[src/rtl/ex_wb_bypass_stage.sv]
// Execute/writeback stage: ID/EX and EX/WB registers with RAW hazard resolution on rs1/rs2.
// Define FORWARDING_EN for EX/WB bypass muxes; leave it undefined to stall instead.
module ex_wb_bypass_stage #(
    parameter int unsigned N      = 32,
    parameter int unsigned AWIDTH = 5
) (
    input  logic              clk,
    input  logic              rst,
    input  logic              id_valid,
    output logic              id_ready,
    input  logic [AWIDTH-1:0] id_rs1_addr,
    input  logic [AWIDTH-1:0] id_rs2_addr,
    input  logic [N-1:0]      id_rs1_data,
    input  logic [N-1:0]      id_rs2_data,
    input  logic [AWIDTH-1:0] id_rd_addr,
    input  logic              id_rd_we,
    input  logic [3:0]        id_alu_sel,
    input  logic              flush,
    output logic [N-1:0]      ex_a,
    output logic [N-1:0]      ex_b,
    output logic [3:0]        ex_alu_sel,
    input  logic [N-1:0]      ex_alu_res,
    output logic              wb_we,
    output logic [AWIDTH-1:0] wb_addr,
    output logic [N-1:0]      wb_data,
    output logic [31:0]       retired_cnt
);

    logic              ex_valid_q, ex_valid_d;
    logic [N-1:0]      ex_a_q, ex_a_d;
    logic [N-1:0]      ex_b_q, ex_b_d;
    logic [3:0]        ex_alu_sel_q, ex_alu_sel_d;
    logic [AWIDTH-1:0] ex_rd_addr_q, ex_rd_addr_d;
    logic              ex_rd_we_q, ex_rd_we_d;

    logic              wb_valid_q, wb_valid_d;
    logic [AWIDTH-1:0] wb_rd_addr_q, wb_rd_addr_d;
    logic              wb_rd_we_q, wb_rd_we_d;
    logic [N-1:0]      wb_data_q, wb_data_d;

    logic [31:0]       retired_cnt_q, retired_cnt_d;

    logic              ex_hit1, ex_hit2, wb_hit1, wb_hit2;
    logic [N-1:0]      op_a, op_b;
    logic              accept;

    always_comb begin
        ex_hit1 = ex_valid_q & ex_rd_we_q & (id_rs1_addr == ex_rd_addr_q) & (id_rs1_addr != '0);
        ex_hit2 = ex_valid_q & ex_rd_we_q & (id_rs2_addr == ex_rd_addr_q) & (id_rs2_addr != '0);
        wb_hit1 = wb_valid_q & wb_rd_we_q & (id_rs1_addr == wb_rd_addr_q) & (id_rs1_addr != '0);
        wb_hit2 = wb_valid_q & wb_rd_we_q & (id_rs2_addr == wb_rd_addr_q) & (id_rs2_addr != '0);
    end

`ifdef FORWARDING_EN
    // Youngest producer wins; WB bypass covers the same-cycle regfile write/read collision.
    always_comb begin
        op_a = id_rs1_data;
        if (id_rs1_addr == '0) begin
            op_a = '0;
        end else if (ex_hit1) begin
            op_a = ex_alu_res;
        end else if (wb_hit1) begin
            op_a = wb_data_q;
        end

        op_b = id_rs2_data;
        if (id_rs2_addr == '0) begin
            op_b = '0;
        end else if (ex_hit2) begin
            op_b = ex_alu_res;
        end else if (wb_hit2) begin
            op_b = wb_data_q;
        end

        id_ready = 1'b1;
    end
`else
    always_comb begin
        op_a     = (id_rs1_addr == '0) ? '0 : id_rs1_data;
        op_b     = (id_rs2_addr == '0) ? '0 : id_rs2_data;
        id_ready = ~(id_valid & (ex_hit1 | ex_hit2 | wb_hit1 | wb_hit2));
    end
`endif

    always_comb begin
        accept = id_valid & id_ready & ~flush;

        ex_valid_d   = accept;
        ex_a_d       = ex_a_q;
        ex_b_d       = ex_b_q;
        ex_alu_sel_d = ex_alu_sel_q;
        ex_rd_addr_d = ex_rd_addr_q;
        ex_rd_we_d   = ex_rd_we_q;
        if (accept) begin
            ex_a_d       = op_a;
            ex_b_d       = op_b;
            ex_alu_sel_d = id_alu_sel;
            ex_rd_addr_d = id_rd_addr;
            ex_rd_we_d   = id_rd_we;
        end

        wb_valid_d   = ex_valid_q;
        wb_rd_addr_d = ex_rd_addr_q;
        wb_rd_we_d   = ex_rd_we_q;
        wb_data_d    = ex_alu_res;

        retired_cnt_d = retired_cnt_q + 32'(wb_valid_q);
    end

    always_ff @(posedge clk) begin
        if (rst) begin
            ex_valid_q    <= 1'b0;
            ex_a_q        <= '0;
            ex_b_q        <= '0;
            ex_alu_sel_q  <= '0;
            ex_rd_addr_q  <= '0;
            ex_rd_we_q    <= 1'b0;
            wb_valid_q    <= 1'b0;
            wb_rd_addr_q  <= '0;
            wb_rd_we_q    <= 1'b0;
            wb_data_q     <= '0;
            retired_cnt_q <= '0;
        end else begin
            ex_valid_q    <= ex_valid_d;
            ex_a_q        <= ex_a_d;
            ex_b_q        <= ex_b_d;
            ex_alu_sel_q  <= ex_alu_sel_d;
            ex_rd_addr_q  <= ex_rd_addr_d;
            ex_rd_we_q    <= ex_rd_we_d;
            wb_valid_q    <= wb_valid_d;
            wb_rd_addr_q  <= wb_rd_addr_d;
            wb_rd_we_q    <= wb_rd_we_d;
            wb_data_q     <= wb_data_d;
            retired_cnt_q <= retired_cnt_d;
        end
    end

    // Gated by rst so an instruction sitting in WB is dropped in the reset cycle.
    assign wb_we       = wb_valid_q & wb_rd_we_q & (wb_rd_addr_q != '0) & ~rst;
    assign wb_addr     = wb_rd_addr_q;
    assign wb_data     = wb_data_q;
    assign ex_a        = ex_a_q;
    assign ex_b        = ex_b_q;
    assign ex_alu_sel  = ex_alu_sel_q;
    assign retired_cnt = retired_cnt_q;

endmodule

[config.mk]
export PLATFORM = sky130hd
export DESIGN_NAME = ex_wb_bypass_stage
export DESIGN_NICKNAME = d
export VERILOG_FILES = /design/src/rtl/ex_wb_bypass_stage.sv
export SDC_FILE = /design/constraint.sdc
export NUM_CORES = 1
export LEC_CHECK = 0
export BUFFER_PORTS_ARGS = -buffer_cell sky130_fd_sc_hd__buf_2
export CAP_MARGIN = 10
export CORE_UTILIZATION = 42
export DETAILED_ROUTE_END_ITERATION = 8
export GPL_TIMING_DRIVEN = 0
export MAX_ROUTING_LAYER = met4
export PLACE_DENSITY = 0.82
export SLEW_MARGIN = 0
export SYNTH_ARGS = -nofsm -noshare
export SYNTH_HDL_FRONTEND = slang
export SYNTH_SLANG_ARGS = --single-unit
[constraint.sdc]
create_clock -name clk -period 3.68 [get_ports clk]
set_clock_uncertainty 0.2 [all_clocks]
set_input_delay 1.104 -clock clk [delete_from_list [all_inputs] [get_ports clk]]
set_output_delay 1.104 -clock clk [all_outputs]
set_load 0.02 [all_outputs]
# Yosys cells after proc, flatten, opt, wreduce, memory -nomap -nowiden
# Index checks and enable logic that the tools add are counted.
dict set report totals {
  register_bits 146
  wordCells 44
  inputBits 120
  output_inout_bits 139
}
dict set report classes {
  eq_ne 4
  mux 2
  addsub 1
  n_reduce_logical 5
  bitwise_logic 21
}
# cell n
set op_table {}
lappend op_table {{32-bit two-way mux} 2}
lappend op_table {{32-bit by 1-bit adder with 32-bit output} 1}
lappend op_table {{5-bit == test} 4}
lappend op_table {{1-bit bitwise AND} 15}
lappend op_table {{5-bit nonzero test} 3}
lappend op_table {{5-bit logical NOT} 2}
lappend op_table {{1-bit inverter} 3}
lappend op_table {{1-bit bitwise OR} 3}

# Depth between registers and ports, before layout
# Gate-level depths: netlist of run 1.
dict set report depth {
  depth_word 10
  ltp_mapped 8
  ltp_nobuf 6
}

# Least setup slack after synthesis of run 1
# No wires, ideal clock.
dict set report synth_timing {
  path_type {input to output}
  start {input port id_rs1_addr[1]}
  end {output port id_ready}
  required_ns 2.376
  arrival_time_ns 2.585
  path_stages 7
  path_buffers 2
  slack_ns -0.209
  path_cell_list {nor3_1 nand2_1 and4_1 or4_4 buf_6 buf_6 nand2_1}
}
dict set report synth_between {
  elab_chain_len 8
  word_cells_on_any_way 12
  classes_between {eq/ne: 2; bitwise: 9; reduce/logical: 1}
}
# element line
set synth_lines {}
lappend synth_lines {{from (decl)} 11} ;# input logic [AWIDTH-1:0] id_rs1_addr,
lappend synth_lines {{5-bit == test} 48} ;# ex_hit1 = ex_valid_q & ex_rd_we_q & (id_rs1_addr == ex_rd_addr_q) & (id_rs1_addr != '0);
lappend synth_lines {{1-bit bitwise AND (2 in series)} 48}
lappend synth_lines {{1-bit bitwise OR} 81} ;# id_ready = ~(id_valid & (ex_hit1 | ex_hit2 | wb_hit1 | wb_hit2));
lappend synth_lines {{1-bit bitwise OR (*) (2 in series)} 81}
lappend synth_lines {{1-bit bitwise AND (*)} 81}
lappend synth_lines {{1-bit inverter (*)} 81}
lappend synth_lines {{to (decl)} 10} ;# output logic id_ready,
# Every way passes the cells marked *; elsewhere a longest branch is shown, timed or not.

# Worst setup path in the final report of run 1
dict set report layout_timing {
  start {input port id_rs2_addr[2]}
  end {output port id_ready}
}
dict set report layout_between {
  elab_chain_len 8
  word_cells_on_any_way 12
  classes_between {eq/ne: 2; bitwise: 9; reduce/logical: 1}
}
# element line
set layout_lines {}
lappend layout_lines {{from (decl)} 12} ;# input logic [AWIDTH-1:0] id_rs2_addr,
lappend layout_lines {{5-bit == test} 49} ;# ex_hit2 = ex_valid_q & ex_rd_we_q & (id_rs2_addr == ex_rd_addr_q) & (id_rs2_addr != '0);
lappend layout_lines {{1-bit bitwise AND (2 in series)} 49}
lappend layout_lines {{1-bit bitwise OR (2 in series)} 81}
lappend layout_lines {{1-bit bitwise OR (*)} 81}
lappend layout_lines {{1-bit bitwise AND (*)} 81}
lappend layout_lines {{1-bit inverter (*)} 81}
# Marked as above.

==> results of run 1 <==
-- path summary, 6_finish.rpt --
check | startpoint | to | slack [ns] | cells past startpoint
setup / recovery | id_rs2_addr[2] | id_ready | -0.08 | 7
hold / removal | ex_valid_q | wb_valid_q | 0.27 | 1
setup reg to reg | ex_rd_addr_q[4] | ex_b[30] | 0.80 | 9
hold reg to reg | ex_valid_q | wb_valid_q | 0.27 | 1
-- cells in the mapped netlist --
| library cell | number |
|---|---|
| ha_1 | 2 |
| o21ai_1 | 38 |
| nor3b_1 | 1 |
| or4_1 | 1 |
| inv_1 | 2 |
| xnor2_1 | 9 |
| nand2b_1 | 1 |
| buf_1 | 2 |
| buf_6 | 5 |
| and3_1 | 4 |
| and4_4 | 1 |
| and2_0 | 1 |
| or3_1 | 8 |
| nor2_1 | 26 |
| a21oi_1 | 82 |
| nor3_2 | 2 |
| nand3_1 | 23 |
| nand2_1 | 12 |
| nor4_4 | 1 |
| nor2b_1 | 42 |
| nand4_1 | 70 |
| nor3_1 | 1 |
| or4_4 | 1 |
| xor2_1 | 33 |
| and2_1 | 3 |
| buf_4 | 5 |
| nor4_1 | 5 |
| o21ai_0 | 44 |
| and4_1 | 9 |
| clkbuf_1 | 40 |
| buf_2 | 4 |
| dfxtp_1 | 146 |
-- metal layers --
metal / share of wire [%] / track usage, % / routed length (µm) / vias to the layer above
li1: - / - / - / 2789
met2: 47 / 39.7 / 8510 / 296
met4: 3.7 / 13.4 / 676 / 0
met1: 42 / 31.8 / 7640 / 2735
met3: 6.8 / 6.81 / 1230 / 54
met5: 0 / - / 0 / -
-- logic make-up after synthesis --
| family | after synthesis |
|---|---|
| AO/OA/AOI/OAI | 164 |
| buffers and inverters | 58 |
| AND/OR/NAND/NOR | 212 |
| adder cells (fa/ha/maj) | 2 |
| XOR/XNOR | 42 |
| flip-flops | 146 |
-- registers in the layout (all words and copies together), names as in the netlist --
| name | count |
|---|---|
| ex_alu_sel | 4 |
| ex_b | 32 |
| ex_a | 32 |
| wb_addr | 5 |
| wb_data | 32 |
| ex_rd_we_q | 1 |
| wb_valid_q | 1 |
| ex_rd_addr_q | 5 |
| wb_rd_we_q | 1 |
| retired_cnt | 32 |
| ex_valid_q | 1 |
-- critical path, delay by kind of cell --
kind | cells | cell delay, ns
AND/OR/NAND/NOR | 4 | 0.94
XOR/XNOR | 1 | 0.15
buffers and inverters | 2 | 0.25
-- power groups by stage --
stage	logic [mW]	clock network, mW	registers (mW)
final	0.369	1.94	1.67
after global routing	0.395	2.03	1.67
after CTS	0.364	1.96	1.67
after detailed placement	0.355	0	1.70
after global placement	0.349	0	1.70
after floorplan	0.122	0	1.77
-- layout make-up --
type / count / area [µm²] / area share [%]
clock buffers: 20 / 467 / 5.86
inverters: 2 / 7.51 / 0.0942
clock inverters: 12 / 201 / 2.53
repair buffers: 261 / 1360 / 17.1
multi-input cells: 420 / 2540 / 31.9
flip-flops and latches: 146 / 2920 / 36.7
plain buffers: 54 / 250 / 3.14
well taps: 176 / 220 / 2.76
-- through the flow --
stage / cell area, µm² / utilization (%)
final: 7970 / 60.4
after floorplan: 5700 / -
after global placement: 7200 / 54.6
after CTS: 7940 / 60.2
after detailed placement: 7200 / 54.6
after global routing: 7970 / 60.4
-- timing repair --
item / 4_1_cts / 5_1_grt
cloned: 0 / 0
pin swaps: 6 / 3
setup endpoints to repair: 2 / 1
gates resized for setup: 17 / 6
buffers inserted: 4 / 0
==> results_dict.tcl, run 1 <==
set metrics [dict create \
    timing.fmax_mhz 266 \
    ys_seq_elements 146 \
    routed_via_density 5.38 \
    synth_top_area_cell "dfxtp_1" \
    dp.final_hpwl_um 12400 \
    whs_ns 0.272 \
    drive_above_1_share_pct 35.1 \
    cp.arrival_ns 2.46 \
    rows 42 \
    syn_to_final_growth_pct 40.4 \
    swShare_pct 23.3 \
    comb_power_share_pct 9.3 \
    first_pass_iters 5 \
    postSynthCellCount 624 \
    tightest_slew_ns 0.654 \
    cpPeakStageDelay_ns 0.57 \
    final_common_cell "buf_2" \
    io_pins 259 \
    avgSynthCellArea_um2 9.09 \
    p_int_mw 3.05 \
    path_class "input port to primary output" \
    worst_ep_required_time_ns 2.38 \
    tns_ns -0.0801 \
    cp-start-kind "input port" \
    clock-sinks 146 \
    path_cells "buf_4, xor2_2, nor4_2, and4_1, or4_4, nand2_4, buf_6" \
    grt_overflow 0 \
    fin_crit_ns 3.76 \
    synth_top_family_by_area "simple AND/OR/NAND/NOR gates" \
    rsz0062_at_grt "yes" \
    wl_per_cell_um 16.6 \
    die_w_um 118 \
    syn_nets 746 \
    die_area_mm2 0.0140 \
    ir_worst_vdd_mv 0.375 \
    cts_hold_buf 0 \
    layout.nets 1024 \
    maxSlewHeadroom_pct 56.4 \
    finalCritPeriodShare_pct 102 \
    drc 0 \
    maxCapViolCount 0 \
    grtUsageTotal_pct 26.1 \
    clk_latency_ns 0.42 \
    seq_power_share_pct 41.9 \
    drv_slew 0 \
    p_leak_nw 3.56 \
    pre_cts_ws_ns -0.527 \
    port_buffers 257 \
    cts_root_buf "clkbuf_16" \
    synth_mux_area_share_pct 0 \
    netlist.area_leader.share_pct 51.5 \
    synth_fa_ha_area_share_pct 0.441 \
    wirelength_um 18100 \
    finalSetupViolations 1 \
    p_clk_share_pct 48.8 \
    ys_types 32 \
    ant_nets 0 \
    grt_pass1_vias 5510 \
    fillCellCount 1150 \
    synth-simple-area-share_pct 22.2 \
    critPathSlowestCell "or4_4" \
    layout.cells.non_filler 1091 \
    synth-seq-area-share_pct 51.5 \
    p_switching_mw 0.928 \
    cp-end-kind "primary output" \
    diodes 0 \
    grt_max_degree 17 \
    coreArea_mm2 0.0132 \
    powerDensity_mw_per_mm2 499 \
    antenna_found_initial 0 \
    clkTransAtPathRegs_ns 0.06 \
    die_h_um 118 \
    outcome "finished, violations left" \
    cts_buffer_depth 2 \
    hold_path.class "flip-flop to flip-flop" \
    crit_fanout 3 \
    most-common-layout-cells "buf_2 (253), dfxtp_1 (146), a21oi_1 (82), nand4_1 (70), o21ai_0 (44)" \
    start_util_pct 43.0 \
    yosys_warnings 0 \
    violations "setup timing" \
    hold_viol_final 0 \
    num_vias 5874 \
    grt_pass1_wl_um 27600 \
    worst_slack_ns -0.0801 \
    dp.cells 1057 \
    synth_area_mm2 0.00567 \
    synth-xor-area-share_pct 6.48 \
    drtIter0Drc 499 \
    h-tree-depth 4 \
    yosys-top-cells-area "dfxtp_1 (52%), nand4_1 (7.7%), a21oi_1 (7.2%), xor2_1 (5.1%), nor2b_1 (4.6%)" \
    routabilityCongestion 0.872 \
    synth_compound_gate_area_share_pct 14.5 \
    cts_tree "done" \
    cts-buffers-inserted 17 \
    p_total_mw 3.97 \
]
(Power assumes the default switching activity.)
==> inputs of run 2 (changes only) <==
==> constraint.sdc (replaced) <==
create_clock -name clk -period 3.68 [get_ports clk]
set_clock_uncertainty 0.2 [all_clocks]
set_input_delay 0.368 -clock clk [delete_from_list [all_inputs] [get_ports clk]]
set_output_delay 0.368 -clock clk [all_outputs]
set_load 0.02 [all_outputs]
==> run 2 against run 1 <==
- the flow now finishes without violations
- critical path depth increased by 1
- sequential share of layout area decreased by 2.6 points
- final area rose by 7.7%
- power shrank 5.0%
- sequential power hardly changed
- first-iteration DRC count is 19% higher
- register-to-register slack improved by 0.47 ns
- clock power decreased by 14%
==> results_dict.tcl, run 2 (synthesis gave the netlist of run 1 again) <==
set metrics [dict create \
    cts-buffers-inserted 17 \
    fin_area_mm2 0.00858 \
    cts_tree "done" \
    seq_power_share_pct 44.2 \
    wl_per_cell_um 17.0 \
    hold_viol_final 0 \
    ir_worst_vdd_mv 0.434 \
    timing.fmax_mhz 333 \
    antenna_found_initial 0 \
    rrSetupSlack_ns 1.27 \
    finish.utilization_pct 65.1 \
    ant_nets 0 \
    p_int_mw 2.79 \
    swShare_pct 26.1 \
    diodes 0 \
    maxCapViolCount 0 \
    die_w_um 118 \
    hp-start "id_rs2_data[29]" \
    powerDensity_mw_per_mm2 440 \
    start_util_pct 43.0 \
    dp.cells 1057 \
    p_leak_nw 3.80 \
    grt_max_degree 17 \
    cp.arrival_ns 2.43 \
    routabilityCongestion 0.857 \
    routed_via_density 5.43 \
    path_class "flip-flop to primary output" \
    clk_latency_ns 0.43 \
    p_clk_share_pct 44.3 \
    die_area_mm2 0.0140 \
    layout.nets 1105 \
    outcome "finished, final reports clean" \
    comb_power_share_pct 11.5 \
    die_h_um 118 \
    syn_to_final_growth_pct 51.2 \
    most-common-layout-cells "buf_2 (261), dfxtp_1 (146), dlygate4sd3_1 (83), a21oi_1 (82), nand4_1 (70)" \
    rsz0062_at_grt "no" \
    postCtsSetupBuffers 0 \
    fillCellCount 1006 \
    port_buffers 257 \
    tns_ns 0 \
    cp-start-kind "flip-flop" \
    pre_cts_ws_ns 0.787 \
    ff2ff_path_depth 7 \
    finalSetupViolations 0 \
    tightest_slew_ns 0.641 \
    dpl_cell_area_mm2 0.00718 \
    hold_path_depth 3 \
    post_cts_resized 0 \
    worst_ep_required_time_ns 3.11 \
    r2r-start "retired_cnt[2]" \
    p_total_mw 3.78 \
    io_pins 259 \
    dp.final_hpwl_um 12500 \
    maxSlewHeadroom_pct 57.3 \
    drive_above_1_share_pct 30.9 \
    wirelength_um 19900 \
    h-tree-depth 4 \
    num_vias 6365 \
    drtIter0Drc 593 \
    final_common_cell "buf_2" \
    cp-end-kind "primary output" \
    clock-sinks 146 \
    finalCritPeriodShare_pct 81.6 \
    worst_slack_ns 0.677 \
    p_switching_mw 0.985 \
    grt_overflow 0 \
    clkTransAtPathRegs_ns 0.06 \
    grt_pass1_wl_um 31200 \
    startpoint "wb_addr[0]" \
    fin_crit_ns 3.00 \
    cts_buffer_depth 2 \
    grt_pass1_vias 6291 \
    hold_path.class "input port to flip-flop" \
    drv_slew 0 \
    grtUsageTotal_pct 29.2 \
    drc 0 \
    first_pass_iters 5 \
    layout.cells.non_filler 1172 \
    crit_fanout 10 \
    whs_ns 0.00911 \
    coreArea_mm2 0.0132 \
    rows 42 \
    cts_root_buf "clkbuf_16" \
]
==> run 2: area by class of cell <==
class                      count  area [µm²]  share of cell area [%]
sequential                   146        2920                    34.1
multi-input combinational    420        2470                    28.8
timing repair buffer         340        2120                    24.7
clock buffer                  18         439                    5.12
buffer                        56         272                    3.16
tap                          176         220                    2.57
clock inverter                14         130                    1.52
inverter                       2        7.51                  0.0875
==> run 2: power groups by stage <==
| stage | clock network, mW | registers, mW | logic (mW) |
|---|---|---|---|
| 2_1_floorplan | 0 | 1.77 | 0.121 |
| 3_3_place_gp | 0 | 1.70 | 0.345 |
| 3_5_place_dp | 0 | 1.70 | 0.350 |
| 4_1_cts | 1.69 | 1.67 | 0.422 |
| 5_1_grt | 1.77 | 1.67 | 0.464 |
| 6_report | 1.67 | 1.67 | 0.435 |
==> run 2: path summary, 6_finish.rpt <==
kind	end
worst max-delay path	id_ready
worst max register to register	retired_cnt[30]
worst min register to register	wb_valid_q
worst min-delay path	ex_b[29]
==> run 2: per-layer routing <==
metal | vias up | wire, µm | GRT usage, %
met5 | - | 0 | -
met2 | 376 | 9790 | 47.8
met1 | 2951 | 7940 | 32.5
met4 | 0 | 845 | 15.1
met3 | 86 | 1300 | 8.11
li1 | 2952 | - | -
==> run 2: what timing repair did <==
item / in CTS / in global routing
hold buffers: 83 / 0
setup endpoints to repair: 0 / 0
hold endpoints to repair: 83 / 0
==> run 2: worst max-delay path, stage by stage (launching register included) <==
cell	delay, ns
dfxtp_1	0.42
xor2_1	0.16
nor4_1	0.08
and4_4	0.19
or4_4	0.57
buf_6	0.17
buf_6	0.15
nand2_1	0.08
buf_2	0.17
==> inputs of run 3 (changes only) <==
ABC_AREA = 1   (was default)
CORE_UTILIZATION = 49   (was 42)
PLACE_DENSITY = 0.86   (was 0.82)
clock period = 3.1 ns   (was 3.68 ns; I/O delays follow)
==> run 3 against run 2 <==
- sequential cell count unchanged
- area after synthesis is 20% higher
- largest cell class unchanged
- critical path type unchanged
- hold slack better by 0.017 ns
==> results_dict.tcl, run 3 <==
set metrics [dict create \
    outcome "finished, final reports clean" \
    cp-end-kind "primary output" \
    wl_met1_um 8410 \
    coreArea_mm2 0.0133 \
    first_pass_iters 5 \
    rrSetupSlack_ns 0.85 \
    rsz0062_at_grt "no" \
    worst_slack_ns 0.389 \
    die_area_mm2 0.0143 \
    yosys_warnings 0 \
    clk_latency_ns 0.42 \
    start_util_pct 50.8 \
    rows 42 \
    fillCellCount 1046 \
    critPathBufInv 2 \
    ys_seq_elements 146 \
    p_leak_nw 5.29 \
    grtUsageTotal_pct 28.9 \
    grt_pass1_wl_um 32000 \
    top_layer "met4" \
    syn_to_final_growth_pct 37.2 \
    layout.nets 1497 \
    synth_top_area_cell "dfxtp_1" \
    drtIter0Drc 478 \
    yosys-top-cells-area "dfxtp_1 (43%), nand2_1 (16%), inv_1 (13%), nor2_1 (9.4%), nand4_1 (6.5%)" \
    final_common_cell "nand2_1" \
    timing.rr.end "retired_cnt[22]" \
    most-common-layout-cells "nand2_1 (294), buf_2 (268), inv_1 (227), nor2_1 (170), dfxtp_1 (146)" \
    grt_overflow 0 \
    synth_area_mm2 0.00678 \
    async_flop_share_pct 0 \
    maxSlewHeadroom_pct 55.2 \
    netlist.area_leader.share_pct 43.1 \
    maxCapViolCount 0 \
    pre_cts_ws_ns 0.496 \
    powerDensity_mw_per_mm2 508 \
    dp.final_hpwl_um 14100 \
    cts_buffer_depth 2 \
    hold_viol_final 0 \
    synth_edf_count 0 \
    post_cts_resized 0 \
    hold_path_depth 5 \
    worst_ep_required_time_ns 2.59 \
    tns_ns 0 \
    h-tree-depth 4 \
    tightest_slew_ns 0.671 \
    path_cells "xor2_1, nor2_1, nand3_1, nand2_1, nand2_2, clkbuf_1, nand2_1, nand2_1, buf_2" \
    num_vias 7481 \
    cpMostUsedCell "nand2_1" \
    crit_fanout 10 \
    avgSynthCellArea_um2 6.43 \
    layout.cells.non_filler 1563 \
    finish.utilization_pct 69.7 \
    cts-buffers-inserted 17 \
    wl_per_cell_um 13.1 \
    critPathTopFamily "simple AND/OR/NAND/NOR gates" \
    cpPeakStageDelay_ns 0.45 \
    wl_met3_um 1470 \
    cp.arrival_ns 2.20 \
    die_w_um 120 \
    ant_nets 0 \
    clkTransAtPathRegs_ns 0.07 \
    wirelength_um 20500 \
    cts_root_buf "clkbuf_16" \
    ys.flop_type "dfxtp_1" \
    hp-start "id_rs1_data[16]" \
    hold_path_end "ex_a[16]" \
    hold_path.class "input port to flip-flop" \
    timing.fmax_mhz 369 \
    path_class "flip-flop to primary output" \
    cp-start-kind "flip-flop" \
    drc 0 \
    ff2ff_path_depth 9 \
    drive_above_1_share_pct 22.9 \
    finalSetupViolations 0 \
    route.met2.wl_um 10200 \
    cts_tree "done" \
    routabilityCongestion 0.956 \
    grt_max_degree 17 \
    clock-sinks 146 \
    postSynthCellCount 1055 \
    diodes 0 \
    yosysMostFrequentCell "nand2_1" \
    dpl_cell_area_mm2 0.00829 \
    drv_slew 0 \
    port_buffers 258 \
    critPathSlowestCell "dfxtp_1" \
    antenna_found_initial 0 \
    ys_types 30 \
    r2r-start "wb_valid_q" \
    die_h_um 120 \
    ir_worst_vdd_mv 0.480 \
    grt_pass1_vias 6911 \
    syn_nets 1177 \
    io_pins 259 \
    dp.cells 1489 \
    synth-seq-area-share_pct 43.1 \
    fin_crit_ns 2.71 \
    routed_via_density 4.79 \
    fin_area_mm2 0.00931 \
    finalCritPeriodShare_pct 87.4 \
    synth_common_cells "nand2_1 (294), inv_1 (227), nor2_1 (170)" \
]
## run 3: changes by cell type after synthesis, sizes merged, moves of 26 or more
cell | previous run | this run
a21oi | 82 | 23
o21ai | 82 | 15
nand2 | 12 | 297
inv | 2 | 228
nor2 | 26 | 173
nor2b | 42 | 0
xor2 | 33 | 7
## run 3: worst register-to-register path, stage by stage, from the launching register on
cell     delay, ns
dfxtp_1       0.33
ha_1          0.17
ha_1          0.24
nand2_1       0.13
nor2_2        0.17
nand2_1       0.12
nor3b_2       0.31
nand2_1       0.17
o21ai_0       0.17
nor3b_1       0.18
## run 3: area by class of cell
type,instances,area (µm²),area share [%]
buffer,48,238,2.55
tap,176,220,2.37
sequential,146,2920,31.4
clock inverter,13,153,1.64
timing repair buffer,301,1720,18.5
clock buffer,18,429,4.61
inverter,228,856,9.20
multi-input combinational,633,2770,29.7
## run 3: layer usage
metal | up-vias | global-route usage [%]
li1 | 3783 | -
met1 | 3326 | 32.6
met2 | 341 | 50.5
met3 | 31 | 6.18
met4 | 0 | 10.1
met5 | - | -
## run 3: cells by family (layout without fill, tap and decap cells)
| logic type | count (synthesis) | after routing | synth area share, % |
|---|---|---|---|
| xor+xnor | 8 | 8 | 1.03 |
| flops | 146 | 146 | 43.1 |
| fa+ha+maj | 2 | 2 | 0.369 |
| buf+inv | 276 | 608 | 16.1 |
| simple gates | 582 | 582 | 36.2 |
| compound gates | 41 | 41 | 3.15 |
## run 3: how the worst max path moves through the flow
stage | start | endpoint | slack [ns] | depth (start not counted)
6_report | wb_addr[1] | id_ready | 0.39 | 9
5_1_grt | wb_addr[1] | id_ready | 0.26 | 9
4_1_cts | wb_addr[1] | id_ready | 0.41 | 9
3_5_place_dp | id_rs1_addr[1] | id_ready | 0.50 | 8
3_3_place_gp | id_rs2_addr[3] | id_ready | 0.51 | 8
2_1_floorplan | retired_cnt[0] | retired_cnt[24] | 1.04 | 10
## run 3: power breakdown
group | switching, mW | internal (mW) | leakage, nW | total [mW]
Combinational | 0.407 | 0.268 | 3.81 | 0.675
Sequential | 0.0453 | 1.97 | 1.20 | 2.02
Clock | 0.838 | 1.20 | 0.279 | 2.04
## run 3: repair_timing
action,CTS,global route
endpoints found under the hold margin,43,0
hold buffers,43,0
buffers inserted,0,0
## run 3: per-stage QoR
stage	hold slack [ns]	power [mW]
floorplan	0.203	2.43
global placement	0.212	2.66
detailed placement	0.221	2.67
CTS	0.00419	4.72
global route	0.0287	4.89
finish	0.0257	4.73
